## src/rtl/hazard_ctrl.sv

```systemverilog
`default_nettype none
// ============================================================================
// Module   : hazard_ctrl
// Purpose  : Pipeline hazard controller. Generates stall/flush controls for
//            the IF_ID and ID_EX registers, the PC stall and the EX_MEM
//            freeze. It covers three hazard classes:
//              - load-use data hazards (one bubble);
//              - taken branch/jump redirects (two bubbles, the second one
//                squashes the stale synchronous-BRAM fetch);
//              - multi-cycle data-memory/MMIO waits, with a sticky timeout
//                watchdog.
//            No register is ever stalled and flushed in the same cycle.
// Ports    : clk, rst_n (async, active low)
//            id_rs1/id_rs2, id_use_rs1/id_use_rs2 : ID source operands
//            ex_rd, ex_mem_read, ex_redirect       : EX stage status
//            mem_busy                              : MEM stage must hold
//            pc_stall, if_id_stall, if_id_flush,
//            id_ex_stall, id_ex_flush, ex_mem_stall: pipeline controls
//            stall_cycles, flush_events            : perf counters (optional)
//            mem_timeout                           : sticky watchdog flag
//            state_o                               : FSM state for debug
// Options  : `define HAZARD_PERF_CNT_EN adds the 32-bit stall_cycles and
//            flush_events counters.
// Revision : 1.0 - initial release
// ============================================================================
module hazard_ctrl #(
    parameter int TIMEOUT_W   = 8,
    parameter int MEM_TIMEOUT = 200
) (
    input  logic        clk,
    input  logic        rst_n,
    input  logic [4:0]  id_rs1,
    input  logic [4:0]  id_rs2,
    input  logic        id_use_rs1,
    input  logic        id_use_rs2,
    input  logic [4:0]  ex_rd,
    input  logic        ex_mem_read,
    input  logic        ex_redirect,
    input  logic        mem_busy,
    output logic        pc_stall,
    output logic        if_id_stall,
    output logic        if_id_flush,
    output logic        id_ex_stall,
    output logic        id_ex_flush,
    output logic        ex_mem_stall,
`ifdef HAZARD_PERF_CNT_EN
    output logic [31:0] stall_cycles,
    output logic [31:0] flush_events,
`endif
    output logic        mem_timeout,
    output logic [1:0]  state_o
);

    typedef enum logic [1:0] {
        ST_RUN      = 2'd0,
        ST_MEM_WAIT = 2'd1,
        ST_REDIRECT = 2'd2,
        ST_ILLEGAL  = 2'd3
    } state_t;

    // A timeout value wider than the counter can never be reached; in that
    // case the watchdog simply never trips instead of matching a truncated
    // value.
    localparam bit                   TIMEOUT_REACHABLE = ((MEM_TIMEOUT >> TIMEOUT_W) == 0);
    localparam logic [TIMEOUT_W-1:0] TIMEOUT_MATCH     = TIMEOUT_W'(MEM_TIMEOUT);

    state_t                 state;
    state_t                 next_state;
    logic                   lu;
    logic                   pc_stall_c;
    logic                   if_id_stall_c;
    logic                   if_id_flush_c;
    logic                   id_ex_stall_c;
    logic                   id_ex_flush_c;
    logic                   ex_mem_stall_c;
    logic                   redirect_start;
    logic [TIMEOUT_W-1:0]   wait_cnt;
    logic [TIMEOUT_W-1:0]   wait_inc;

    // ------------------------------------------------------------------
    // Load-use detection: the load in EX writes a register that the ID
    // instruction actually reads. x0 is never a real dependency.
    // ------------------------------------------------------------------
    always_comb begin
        lu = ex_mem_read && (ex_rd != 5'd0) &&
             ((id_use_rs1 && (ex_rd == id_rs1)) ||
              (id_use_rs2 && (ex_rd == id_rs2)));
    end

    // ------------------------------------------------------------------
    // State register
    // ------------------------------------------------------------------
    always_ff @(posedge clk or negedge rst_n) begin
        if (!rst_n) begin
            state <= ST_RUN;
        end else begin
            state <= next_state;
        end
    end

    // ------------------------------------------------------------------
    // Next state and controls. Priority: mem_busy, then the REDIRECT
    // second bubble, then a new redirect, then load-use.
    // While mem_busy holds, EX is frozen, so a pending ex_redirect stays
    // asserted and is serviced in the first non-busy cycle.
    // ------------------------------------------------------------------
    always_comb begin
        next_state     = ST_RUN;
        pc_stall_c     = 1'b0;
        if_id_stall_c  = 1'b0;
        if_id_flush_c  = 1'b0;
        id_ex_stall_c  = 1'b0;
        id_ex_flush_c  = 1'b0;
        ex_mem_stall_c = 1'b0;
        redirect_start = 1'b0;

        if (mem_busy) begin
            pc_stall_c     = 1'b1;
            if_id_stall_c  = 1'b1;
            id_ex_stall_c  = 1'b1;
            ex_mem_stall_c = 1'b1;
            next_state     = ST_MEM_WAIT;
        end else begin
            case (state)
                ST_REDIRECT: begin
                    // Squash the fetch issued before the redirect landed.
                    if_id_flush_c = 1'b1;
                    next_state    = ST_RUN;
                end
                ST_RUN, ST_MEM_WAIT: begin
                    if (ex_redirect) begin
                        if_id_flush_c  = 1'b1;
                        id_ex_flush_c  = 1'b1;
                        redirect_start = 1'b1;
                        next_state     = ST_REDIRECT;
                    end else if (lu) begin
                        // One bubble; next cycle the load has left EX.
                        pc_stall_c    = 1'b1;
                        if_id_stall_c = 1'b1;
                        id_ex_flush_c = 1'b1;
                    end
                end
                default: begin
                    // Unreachable encoding: recover quietly to RUN.
                    next_state = ST_RUN;
                end
            endcase
        end
    end

    // Controls are forced low for as long as reset is held, even though
    // they are otherwise purely combinational from the inputs.
    assign pc_stall     = rst_n & pc_stall_c;
    assign if_id_stall  = rst_n & if_id_stall_c;
    assign if_id_flush  = rst_n & if_id_flush_c;
    assign id_ex_stall  = rst_n & id_ex_stall_c;
    assign id_ex_flush  = rst_n & id_ex_flush_c;
    assign ex_mem_stall = rst_n & ex_mem_stall_c;
    assign state_o      = state;

    // ------------------------------------------------------------------
    // Memory-wait watchdog: counts consecutive busy edges (saturating),
    // and latches mem_timeout on the edge where the count reaches the
    // limit. It only observes; it never alters the pipeline controls.
    // ------------------------------------------------------------------
    assign wait_inc = (wait_cnt == {TIMEOUT_W{1'b1}}) ? wait_cnt : (wait_cnt + 1'b1);

    always_ff @(posedge clk or negedge rst_n) begin
        if (!rst_n) begin
            wait_cnt    <= '0;
            mem_timeout <= 1'b0;
        end else if (mem_busy) begin
            wait_cnt <= wait_inc;
            if (TIMEOUT_REACHABLE && (wait_inc == TIMEOUT_MATCH)) begin
                mem_timeout <= 1'b1;
            end
        end else begin
            wait_cnt <= '0;
        end
    end

`ifdef HAZARD_PERF_CNT_EN
    // ------------------------------------------------------------------
    // Performance counters (wrap modulo 2^32). flush_events counts the
    // first bubble of each redirect only, i.e. one event per redirect.
    // ------------------------------------------------------------------
    always_ff @(posedge clk or negedge rst_n) begin
        if (!rst_n) begin
            stall_cycles <= 32'd0;
            flush_events <= 32'd0;
        end else begin
            if (pc_stall_c) begin
                stall_cycles <= stall_cycles + 32'd1;
            end
            if (redirect_start) begin
                flush_events <= flush_events + 32'd1;
            end
        end
    end
`endif

endmodule
`default_nettype wire

```

## config.mk

```make
export PLATFORM = sky130hd
export DESIGN_NAME = hazard_ctrl
export DESIGN_NICKNAME = d
export VERILOG_FILES = /design/src/rtl/hazard_ctrl.sv
export SDC_FILE = /design/constraint.sdc
export NUM_CORES = 1
export LEC_CHECK = 0
export ABC_AREA = 1
export CAP_MARGIN = 20
export CORE_UTILIZATION = 44
export DETAILED_ROUTE_END_ITERATION = 10
export GPL_TIMING_DRIVEN = 1
export PLACE_DENSITY = 0.86
export SYNTH_ARGS = -nofsm -noshare
export SYNTH_HDL_FRONTEND = slang
export SYNTH_SLANG_ARGS = --single-unit
export TNS_END_PERCENT = 50
```

## constraint.sdc

```tcl
create_clock -name clk -period 1.9 [get_ports clk]
set_input_delay 0.38 -clock clk [delete_from_list [all_inputs] [get_ports clk]]
set_output_delay 0.38 -clock clk [all_outputs]
set_load 0.05 [all_outputs]
```

## Yosys cells after proc, flatten, opt, wreduce, memory -nomap -nowiden

Cells that the tools add are included.
Widths: inputs -> output; s select.

- Add/sub/neg operators: 1
- Multiplexer cells: 16
- Reductions and logical operators: 9
- Bitwise gates (word level): 4
- Equal/unequal tests: 6

Operators by type and width:

| operator | count |
|---|---|
| $eq 8x8->1 const B | 2 |
| $mux 8 | 2 |
| $eq 5x5->1 | 2 |
| $mux 1 | 10 |
| $add 8x1->8 const B | 1 |
| $mux 2 | 3 |
| $reduce_bool 5->1 | 1 |
| $and 1x1->1 | 4 |
| $logic_and 1x1->1 | 4 |
| $eq 2x1->1 const B | 1 |
| $eq 2x2->1 const B | 1 |
| $logic_not 2->1 | 1 |
| $pmux 1 s2 | 1 |
| $reduce_and 2->1 | 1 |
| $reduce_or 2->1 | 1 |
| $logic_or 1x1->1 | 1 |

- Output and inout bits: 9
- Register bits after elaboration: 11

## Logic depth before layout (Yosys ltp)

Gate-level depths: netlist of the first run.

- Depth after elaboration: 9
- Depth in mapped cells: 10

## Worst setup path before layout of the first run

OpenSTA, ideal clock, no wires.

- Path type: register to output
- From: reg state[1], in the netlist state_o[1]
- To: out if_id_flush
- Data required time: 1.520 ns
- Data arrival time: 1.969 ns
- Path slack: -0.449 ns
- Cell stages (with the launch flop): 3
- Cells stage by stage: dfrtp_1 nor2_1 a211oi_1

- Longest elaborated chain between the ends: 5

Ends and longest elaborated chain:

| what | RTL line | RTL |
|---|---|---|
| start: declaration | 67 | `state_t state;` |
| start signal: assignment | 97 | `state <= next_state;` |
| $eq 2x1->1 or $logic_not 2->1 (tied branches) | 124 | `case (state)` |
| $reduce_or 2->1 | 124 |  |
| $pmux 1 s2 (*) | 124 |  |
| $mux 1 (*) | 117 | `if (mem_busy) begin` |
| $and 1x1->1 (*) | 155 | `assign if_id_flush = rst_n & if_id_flush_c;` |
| end: declaration | 42 | `output logic if_id_flush,` |

Every way passes the cells marked *; elsewhere a longest branch is shown, timed or not.

## Worst setup path in the final report of the first run

- From: in id_rs1[2]
- To: out pc_stall

- Longest elaborated chain between the ends: 9

Ends and longest elaborated chain:

| what | RTL line | RTL |
|---|---|---|
| start: declaration | 32 | `input logic [4:0] id_rs1,` |
| $eq 5x5->1 | 86 | `((id_use_rs1 && (ex_rd == id_rs1)) \|\|` |
| $logic_and 1x1->1 | 86 |  |
| $logic_or 1x1->1 | 86 |  |
| $logic_and 1x1->1 | 85 | `lu = ex_mem_read && (ex_rd != 5'd0) &&` |
| $mux 1 | 136 | `end else if (lu) begin` |
| $mux 1 | 131 | `if (ex_redirect) begin` |
| $mux 1 | 124 |  |
| $mux 1 | 117 |  |
| $and 1x1->1 | 153 | `assign pc_stall = rst_n & pc_stall_c;` |
| end: declaration | 40 | `output logic pc_stall,` |

No other way between the ends.

==> results of run 1 <==
[final cells by class]
| type | count | area, sq um | share of cell area (%) |
|---|---|---|---|
| clock buffer | 4 | 26.3 | 1.99 |
| inverter | 28 | 106 | 8.07 |
| multi-input combinational | 105 | 508 | 38.6 |
| sequential | 11 | 277 | 21.0 |
| tap | 25 | 31.3 | 2.37 |
| timing repair buffer | 38 | 369 | 28.0 |
[final timing paths]
check	start	endpoint	slack, ns	depth (start not counted)
setup / recovery	id_rs1[2]	pc_stall	0.07	9
hold / removal	rst_n	state_o[0]	0.22	2
setup reg to reg	wait_cnt[0]	mem_timeout	0.38	10
hold reg to reg	mem_timeout	mem_timeout	0.47	2
max in group asynchronous	rst_n	wait_cnt[3]	1.53	2
min in group clk	mem_timeout	mem_timeout	0.47	2
[worst max-delay path, cell delays in order]
cell and delay (ns):
sky130_fd_sc_hd__dlygate4sd2_1 0.24, sky130_fd_sc_hd__nand2_1 0.06, sky130_fd_sc_hd__nand2_1 0.04, sky130_fd_sc_hd__nor2_1 0.10, sky130_fd_sc_hd__nand3_1 0.09, sky130_fd_sc_hd__nand2_1 0.07, sky130_fd_sc_hd__nand2_2 0.08, sky130_fd_sc_hd__o21ai_4 0.22
sky130_fd_sc_hd__buf_12 0.16
[power by group]
group	switching, mW	leakage (nW)	internal (mW)	total, mW
logic	0.104	0.575	0.0866	0.190
registers	0.00870	0.141	0.242	0.250
clock network	0.0723	0.0150	0.0810	0.153
total	0.185	0.731	0.409	0.594
[placed cells by master, fill, tap and decap left out]
master,n
sky130_fd_sc_hd__o21bai_1,1
sky130_fd_sc_hd__dfrtp_1,10
sky130_fd_sc_hd__o21ai_4,1
sky130_fd_sc_hd__nand2_2,2
sky130_fd_sc_hd__nor2_4,1
sky130_fd_sc_hd__nor2_1,15
sky130_fd_sc_hd__o21ai_1,1
sky130_fd_sc_hd__or2_0,1
sky130_fd_sc_hd__inv_2,5
sky130_fd_sc_hd__nand3_1,11
sky130_fd_sc_hd__buf_12,6
sky130_fd_sc_hd__nor3_1,1
sky130_fd_sc_hd__a21oi_2,2
sky130_fd_sc_hd__nand4_1,4
sky130_fd_sc_hd__inv_1,21
sky130_fd_sc_hd__clkinv_1,1
sky130_fd_sc_hd__nand2_4,1
sky130_fd_sc_hd__dlygate4sd2_1,7
sky130_fd_sc_hd__clkbuf_4,3
sky130_fd_sc_hd__clkdlybuf4s50_1,4
sky130_fd_sc_hd__nand2_1,53
sky130_fd_sc_hd__clkinv_2,1
sky130_fd_sc_hd__dfrtp_2,1
sky130_fd_sc_hd__clkbuf_1,1
sky130_fd_sc_hd__buf_4,9
sky130_fd_sc_hd__a211oi_2,1
sky130_fd_sc_hd__ha_1,1
sky130_fd_sc_hd__nor2_2,2
sky130_fd_sc_hd__and2_1,1
sky130_fd_sc_hd__clkdlybuf4s15_1,4
sky130_fd_sc_hd__nand3b_1,1
sky130_fd_sc_hd__clkbuf_2,8
sky130_fd_sc_hd__xnor2_1,1
sky130_fd_sc_hd__a21oi_1,4
[flip-flops by register name, summed over array words and instances (netlist names)]
| signal | count |
|---|---|
| wait_cnt | 8 |
| mem_timeout | 1 |
| state_o | 2 |
[metal layers]
layer / vias up / GRT usage, % / wire [um] / share of wire (%)
li1: 525 / - / - / -
met1: 441 / 22.8 / 936 / 44
met2: 27 / 37.2 / 1060 / 50
met3: 6 / 3.14 / 77 / 3.6
met4: 0 / 11.4 / 55 / 2.6
met5: - / 0 / 0 / 0
[repair_timing]
action	in CTS	in global routing
pin swaps	10	12
gates resized for setup	22	21
setup buffers	1	0
endpoints found under the setup margin	5	3
hold buffers	0	0
[cell families after synthesis]
kind of cell | after synthesis
AND/OR/NAND/NOR | 93
XOR/XNOR | 1
adder cells (fa/ha/maj) | 1
AO/OA/AOI/OAI | 10
buffers and inverters | 30
flip-flops | 11
==> out/summary.md, run 1 <==
The number of warnings printed during yosys synthesis was 0. The number of nets in the synthesized netlist is 169, and the number of rows created at floorplan is 15. Across every metal layer, demand over resource in global routing totals 20.7%. For this run the aggregate overflow at the end of global routing stands at 0. Insertion delay to the later sink of the worst-skew pair: 0.26 ns.

The run gives 210 as the final-stage net count. The logs give 1 for the deepest level of the CTS H-tree and 0.00180 sq mm for the standard cell core area. The clock drives 11 sinks. The arithmetic-cell share of the synthesized area counting full adders, half adders and majority gates came out at 1.43%. The CTS buffer count is 3, and the number of routed nets with antenna violations is 0. The worst pin sits at a relative slew slack of 67.0%. First-pass iteration count of the detailed router: 4. The final number of max-transition violations is 0. Entering global routing, the biggest net connects 11 pins.

Of all nets on the critical path, the largest fanout is 2. The multiplexer share of the synthesized area is 0%, and the area of the mapped netlist is 876 sq um. TritonCTS built the clock tree.

From bottom edge to top edge, the die measures 46.6 um. The final number of hold-violating endpoints is 0, and the mean post-synth cell area is 6.00 sq um. Power spread over the standard cell area amounts to 451 mW/mm^2.

Summed over all cells, the static leakage comes to 0.731 nW. Number of distinct library cells after synthesis: 24. The run finished with clean final reports. Measured along the x axis, the die boundary spans 46.6 um. In this run the count of I/O pins placed on the die edge is 31. The logs give 0 for the max-cap check violation count and 211 for the count of non-filler cells in the finished layout.

After the first detailed-routing iteration, the DRC count stood at 8. By area the synthesized netlist is led by sky130_fd_sc_hd__dfrtp_1 (31%), sky130_fd_sc_hd__nand2_1 (23%), sky130_fd_sc_hd__inv_1 (9.4%). In the routed design, unresolved DRC markers number 0. Once the floorplan was initialized, standard cells occupied 48.6% of the core. The number of setup violations in the final report came out at 0.

sky130_fd_sc_hd__nand2_1 is the most common cell in the netlist. The share of the synthesized area in compound gates (AO/OA/AOI/OAI) was 6.29%; the XOR/XNOR share of the synthesized area was 1.00%. Synthesis handed over a netlist of 146 instances.

Data on the critical path is required at its endpoint by 1.52 ns. Total power for the finished layout comes to 0.594 mW. The routed layout has 999 vias. Of the synthesized area, sequential elements account for 31.4%. After routing the design area is 0.00132 sq mm. The root buffer cell is sky130_fd_sc_hd__clkbuf_4. The final-layout worst hold slack came out at 0.221 ns. By count the netlist is led by sky130_fd_sc_hd__nand2_1 (54), sky130_fd_sc_hd__inv_1 (22), sky130_fd_sc_hd__nor2_1 (16), sky130_fd_sc_hd__dfrtp_1 (11), sky130_fd_sc_hd__nand3_1 (11). After clock tree synthesis, the clock-pin slew on the worst setup and hold paths is 0.07 ns.

The number of enable-type register cells in the synthesized netlist was 0; the ratio of routed vias to standard cells was 4.73. Counting flops and latches in the post-synthesis netlist gives 11. Arrival time at the worst endpoint: 1.45 ns.

The share of synthesized area in the top cell type comes to 31.4%. For the worst slack at placement, the log shows -0.302 ns. For the placed cell area, the log shows 0.00132 sq mm. Detailed-route wire length: 2.13 mm. The worst setup path is launched from an input pin.

For the final routed database, the setup TNS stands at 0 ns. No sink is reached through more buffers than the 2 on the longest clock path. The biggest area contributor in the post-synthesis netlist is sky130_fd_sc_hd__dfrtp_1. Worst-case vdd ir drop: 249 uV.

Of all flip-flops after synthesis, the portion carrying an async set or reset was 100%. Across the routed clock network, the largest skew measured is 0.00790 ns. At the end of routability-driven placement, the weighted congestion stood at 0.867. The worst setup path is of the input pin to output pin kind. Including well taps, the total number of placed cells is 206.

For the pin with the worst max-slew slack, the measured transition is 0.493 ns. The simple-gate share of the synthesized area came out at 46.0%. The initial antenna violation count is 0, and the fraction of final layout cells with drive strength greater than 1 is 23.1%. The final-layout fill cell count is 157. The wire length of the first global-routing pass was 3.19 mm; the routed length per instance was 10.1 um.

The number of antenna diodes in the final layout is 0. From synthesis to final layout, the design area changed by 50.4%. The via count of the first global-routing pass is 857. In the finished design, the share of the clock period the worst path needs comes to 96.4%. Detailed placement ended at an HPWL of 1.78 mm. Type of the tightest min-delay check: input pin to async pin.

The worst-case setup margin in the final layout came out at 0.0685 ns. The post-layout minimum cycle time came out at 1.83 ns. For this run, the leading register cell type out of synthesis is sky130_fd_sc_hd__dfrtp_1. Setup repair after global routing left no endpoint under its margin. Timing would allow up to 546 MHz.

During placement, the flow inserted port buffers numbering 30. At the end of the flow the core is filled with cells to 73.1%. By area, the combinational part of the netlist is dominated by simple AND/OR/NAND/NOR gates. The worst setup path is captured at an output pin.

Overall die area: 0.00217 sq mm.
Note: power is estimated with default switching activity, not from simulation.
==> inputs of run 2 (changes only) <==
Settings changed: GPL_TIMING_DRIVEN 1 to 0.
==> run 2 against run 1 <==
Largest cell class unchanged. Sequential cell count unchanged. Final area decreased by 6.0%. First-iteration DRC count increased to 2.9 times the previous value. Largest power group unchanged. Die area unchanged. Clock-buffer cell count unchanged. Non-clock buffer count down 4. Worst hold slack worse by 0.14 ns. Via count decreased by 0.60%. Maximum frequency fell by 0.50%. Wire length is 1.6% lower.
==> out/summary.md, run 2 (synthesized netlist as in run 1, its figures left out) <==
The fraction of final layout cells with drive strength greater than 1 is 28.6% (+5.5 points). The max-cap check violation count is 0 (unchanged). The depth of the worst register-to-register path works out to 10 (unchanged). TritonCTS built the clock tree. The routed length per instance was 10.1 um (+0.30%); the register clock-pin slew on the reported worst setup and hold paths was 0.07 ns (about the same). The final weighted congestion in routability-driven placement came out at 0.846 (-2.5%). The run gives 0 (unchanged) as the final number of hold-violating endpoints.

The arrival time at the worst endpoint was 1.46 ns (about the same); the placed wire-length estimate was 1.54 mm (-13%). Number of buffers on the longest clock path: 2 (unchanged). The final-layout fill cell count was 170 (+8.3%). The capture point of the worst path was pc_stall.

The run gives 0 (unchanged) as the remaining global-route overflow. The maximum fanout along the worst path was 2 (unchanged). The logs give 4.31% (+1.2 points) for the met3 track demand over resource in global routing and 31 (unchanged) for the boundary pin count. The tools report the placed cell area as 0.00123 sq mm (-7.2%).

The logs give 0.00180 sq mm (unchanged) for the standard cell core area and 0.716 nW (-2.1%) for the cell leakage power. The endpoint identified for the worst register-to-register timing path is mem_timeout. For the number of routed nets with antenna violations, the log shows 0 (unchanged).

Leaving out fill and tap cells, the most frequent cell in the layout is sky130_fd_sc_hd__nand2_1. Global-route track usage on met2: 31.7% (-5.6 points). The tools report the number of rows created at floorplan as 15 (unchanged). The initial antenna violation count was 0 (unchanged); the synthesis-to-finish area growth was 41.4%. The post-layout minimum cycle time was 1.84 ns (+0.00911 ns); the die width was 46.6 um (unchanged). The global-route track usage on met1 was 23.0% (+0.24 points). The worst setup path is captured at an output pin.

The ratio of routed vias to standard cells came out at 4.80 (+1.3%). The first-pass iteration count of the detailed router was 4 (unchanged); the slack of the worst reg-to-reg path was 0.37 ns (about the same). The remaining design rule violation count was 0 (unchanged); the final cycle utilization of the critical path was 96.9% (+0.48 points). For the final-layout worst hold slack, the log shows 0.0771 ns (-0.144 ns).

The number of setup violations in the final report came out at 0 (unchanged). Via count of the first global-routing pass: 784 (-8.5%). In the layout the commonest cells are sky130_fd_sc_hd__nand2_1 (52), sky130_fd_sc_hd__inv_1 (21), sky130_fd_sc_hd__clkbuf_2 (13).

The startpoint of the worst-slack reg-to-reg timing path is wait_cnt[0]. The count of placed standard cells including taps is 201 (-2.4%), and the critical path data required time is 1.52 ns (about the same). The run gives 0.00124 sq mm (-6.0%) as the final design instance area without fill. The maximum number of pins on one net before global-route repair was 15 (+4); the final cell utilization of the core was 68.8% (-4.4 points). Transition at the pin with the smallest max-transition slack: 0.503 ns (+0.00949 ns). The logs give 0.00217 sq mm (unchanged) for the overall die area and 0.584 mW (-1.8%) for the post-layout total power. The count of non-filler cells in the finished layout came out at 207 (-1.9%). The y dimension of the die works out to 46.6 um (unchanged).

The run gives 993 (-0.60%) as the count of vias placed by the detailed router. The final number of max-transition violations was 0 (unchanged). The total track usage came out at 18.5% (-2.2 points).

The initial core utilization was 48.6% (unchanged); the antenna diode count was 0 (unchanged). The power per standard cell area is 471 mW/mm^2 (+4.5%), and the maximum clock rate is 543 MHz (-0.50%). Detailed-route wire length: 2.09 mm (-1.6%). The run gives 1 (unchanged) as the deepest level of the CTS H-tree. In this run the worst setup path begins at ex_redirect. The worst-case vdd ir drop is 426 uV (+71%), and the quantity of I/O buffers inserted on ports is 30 (unchanged). The min-delay analysis places its worst path in the category input pin to async pin. The tools report the normalized max-slew margin as 66.4% (-0.58 points). The root buffer cell was sky130_fd_sc_hd__clkbuf_4.

The type of the setup path with the least slack was input pin to output pin. The global routing stage identified its most utilized layer as met2. The flip-flop count of the largest register after layout is 8 (unchanged). Ranked by flip-flop count, first place goes to wait_cnt. The run finished with clean final reports. For the number of clock sinks, the log shows 11 (unchanged). The insertion delay to the later sink of the worst-skew pair came out at 0.27 ns (about the same). The tools report the CTS buffer count as 3 (unchanged). The final-stage net count is 206 (-1.9%). The wire length of the first global-routing pass came out at 2.95 mm (-7.8%).

The logs give 0 (unchanged) for the number of hold-repair buffers added at the cts stage and 0.00671 ns (-0.00119 ns) for the maximum clock skew at final layout. The DRC violation total after the first TritonRoute iteration came out at 23 (+15). The sort of element at the start of the critical path is an input pin.
-- run 2: changes by cell type in the layout (fill, tap and decap cells not counted), moves of 3 or more --
cell,delta
sky130_fd_sc_hd__clkbuf_2,+5
sky130_fd_sc_hd__buf_6,+3
sky130_fd_sc_hd__clkdlybuf4s15_1,-3
sky130_fd_sc_hd__buf_4,-5
sky130_fd_sc_hd__nor2_2,+4
sky130_fd_sc_hd__buf_12,-6
sky130_fd_sc_hd__dlygate4sd2_1,-4
sky130_fd_sc_hd__nor2_1,-5
-- run 2: power by group --
part	total, mW	switching (mW)	internal (mW)
combinational	0.173	0.104	0.0687
sequential	0.250	0.00806	0.242
clock	0.161	0.0798	0.0814
-- run 2: worst min-delay path by stage --
stage / startpoint / endpoint / slack (ns)
3_5_place_dp: mem_timeout / mem_timeout / 0.46
4_1_cts: rst_n / wait_cnt[7] / 0.08
3_3_place_gp: mem_timeout / mem_timeout / 0.45
6_report: rst_n / wait_cnt[6] / 0.08
2_1_floorplan: rst_n / mem_timeout / 0.08
5_1_grt: rst_n / wait_cnt[7] / 0.09
-- run 2: what timing repair did --
action / in CTS / in global routing
setup buffers: 2 / 0
cloned: 0 / 0
setup endpoints to repair: 6 / 3
pin swaps: 10 / 18
gates resized for setup: 63 / 41
-- run 2: per-stage QoR --
stage / TNS, ns / setup slack, ns
3_5_place_dp: -5.71 / -1.05
6_report: 0 / 0.0594
3_3_place_gp: -5.51 / -1.02
2_1_floorplan: 0 / 0.0687
4_1_cts: 0 / 0.00113
5_1_grt: -0.00878 / -0.00878
-- run 2: critical path, cell delays in order --
cell and delay [ns]:
sky130_fd_sc_hd__clkdlybuf4s50_1 0.44, sky130_fd_sc_hd__nor2_2 0.15, sky130_fd_sc_hd__nand2_1 0.10, sky130_fd_sc_hd__o21ai_4 0.15, sky130_fd_sc_hd__buf_6 0.11, sky130_fd_sc_hd__buf_8 0.13
-- run 2: layer usage --
metal  share of wire, %  vias up
li1                   -      519
met1                 44      435
met2                 50       35
met3                5.7        4
met4               0.72        0
met5                  0        -
-- run 2: cell type report --
| cell class | instances | area, sq um | area share (%) |
|---|---|---|---|
| Clock buffer | 4 | 26.3 | 2.12 |
| Multi-Input combinational cell | 105 | 533 | 43.0 |
| Inverter | 28 | 106 | 8.59 |
| Tap cell | 25 | 31.3 | 2.53 |
| Sequential cell | 11 | 277 | 22.3 |
| Buffer | 2 | 18.8 | 1.52 |
| Timing Repair Buffer | 32 | 246 | 19.9 |
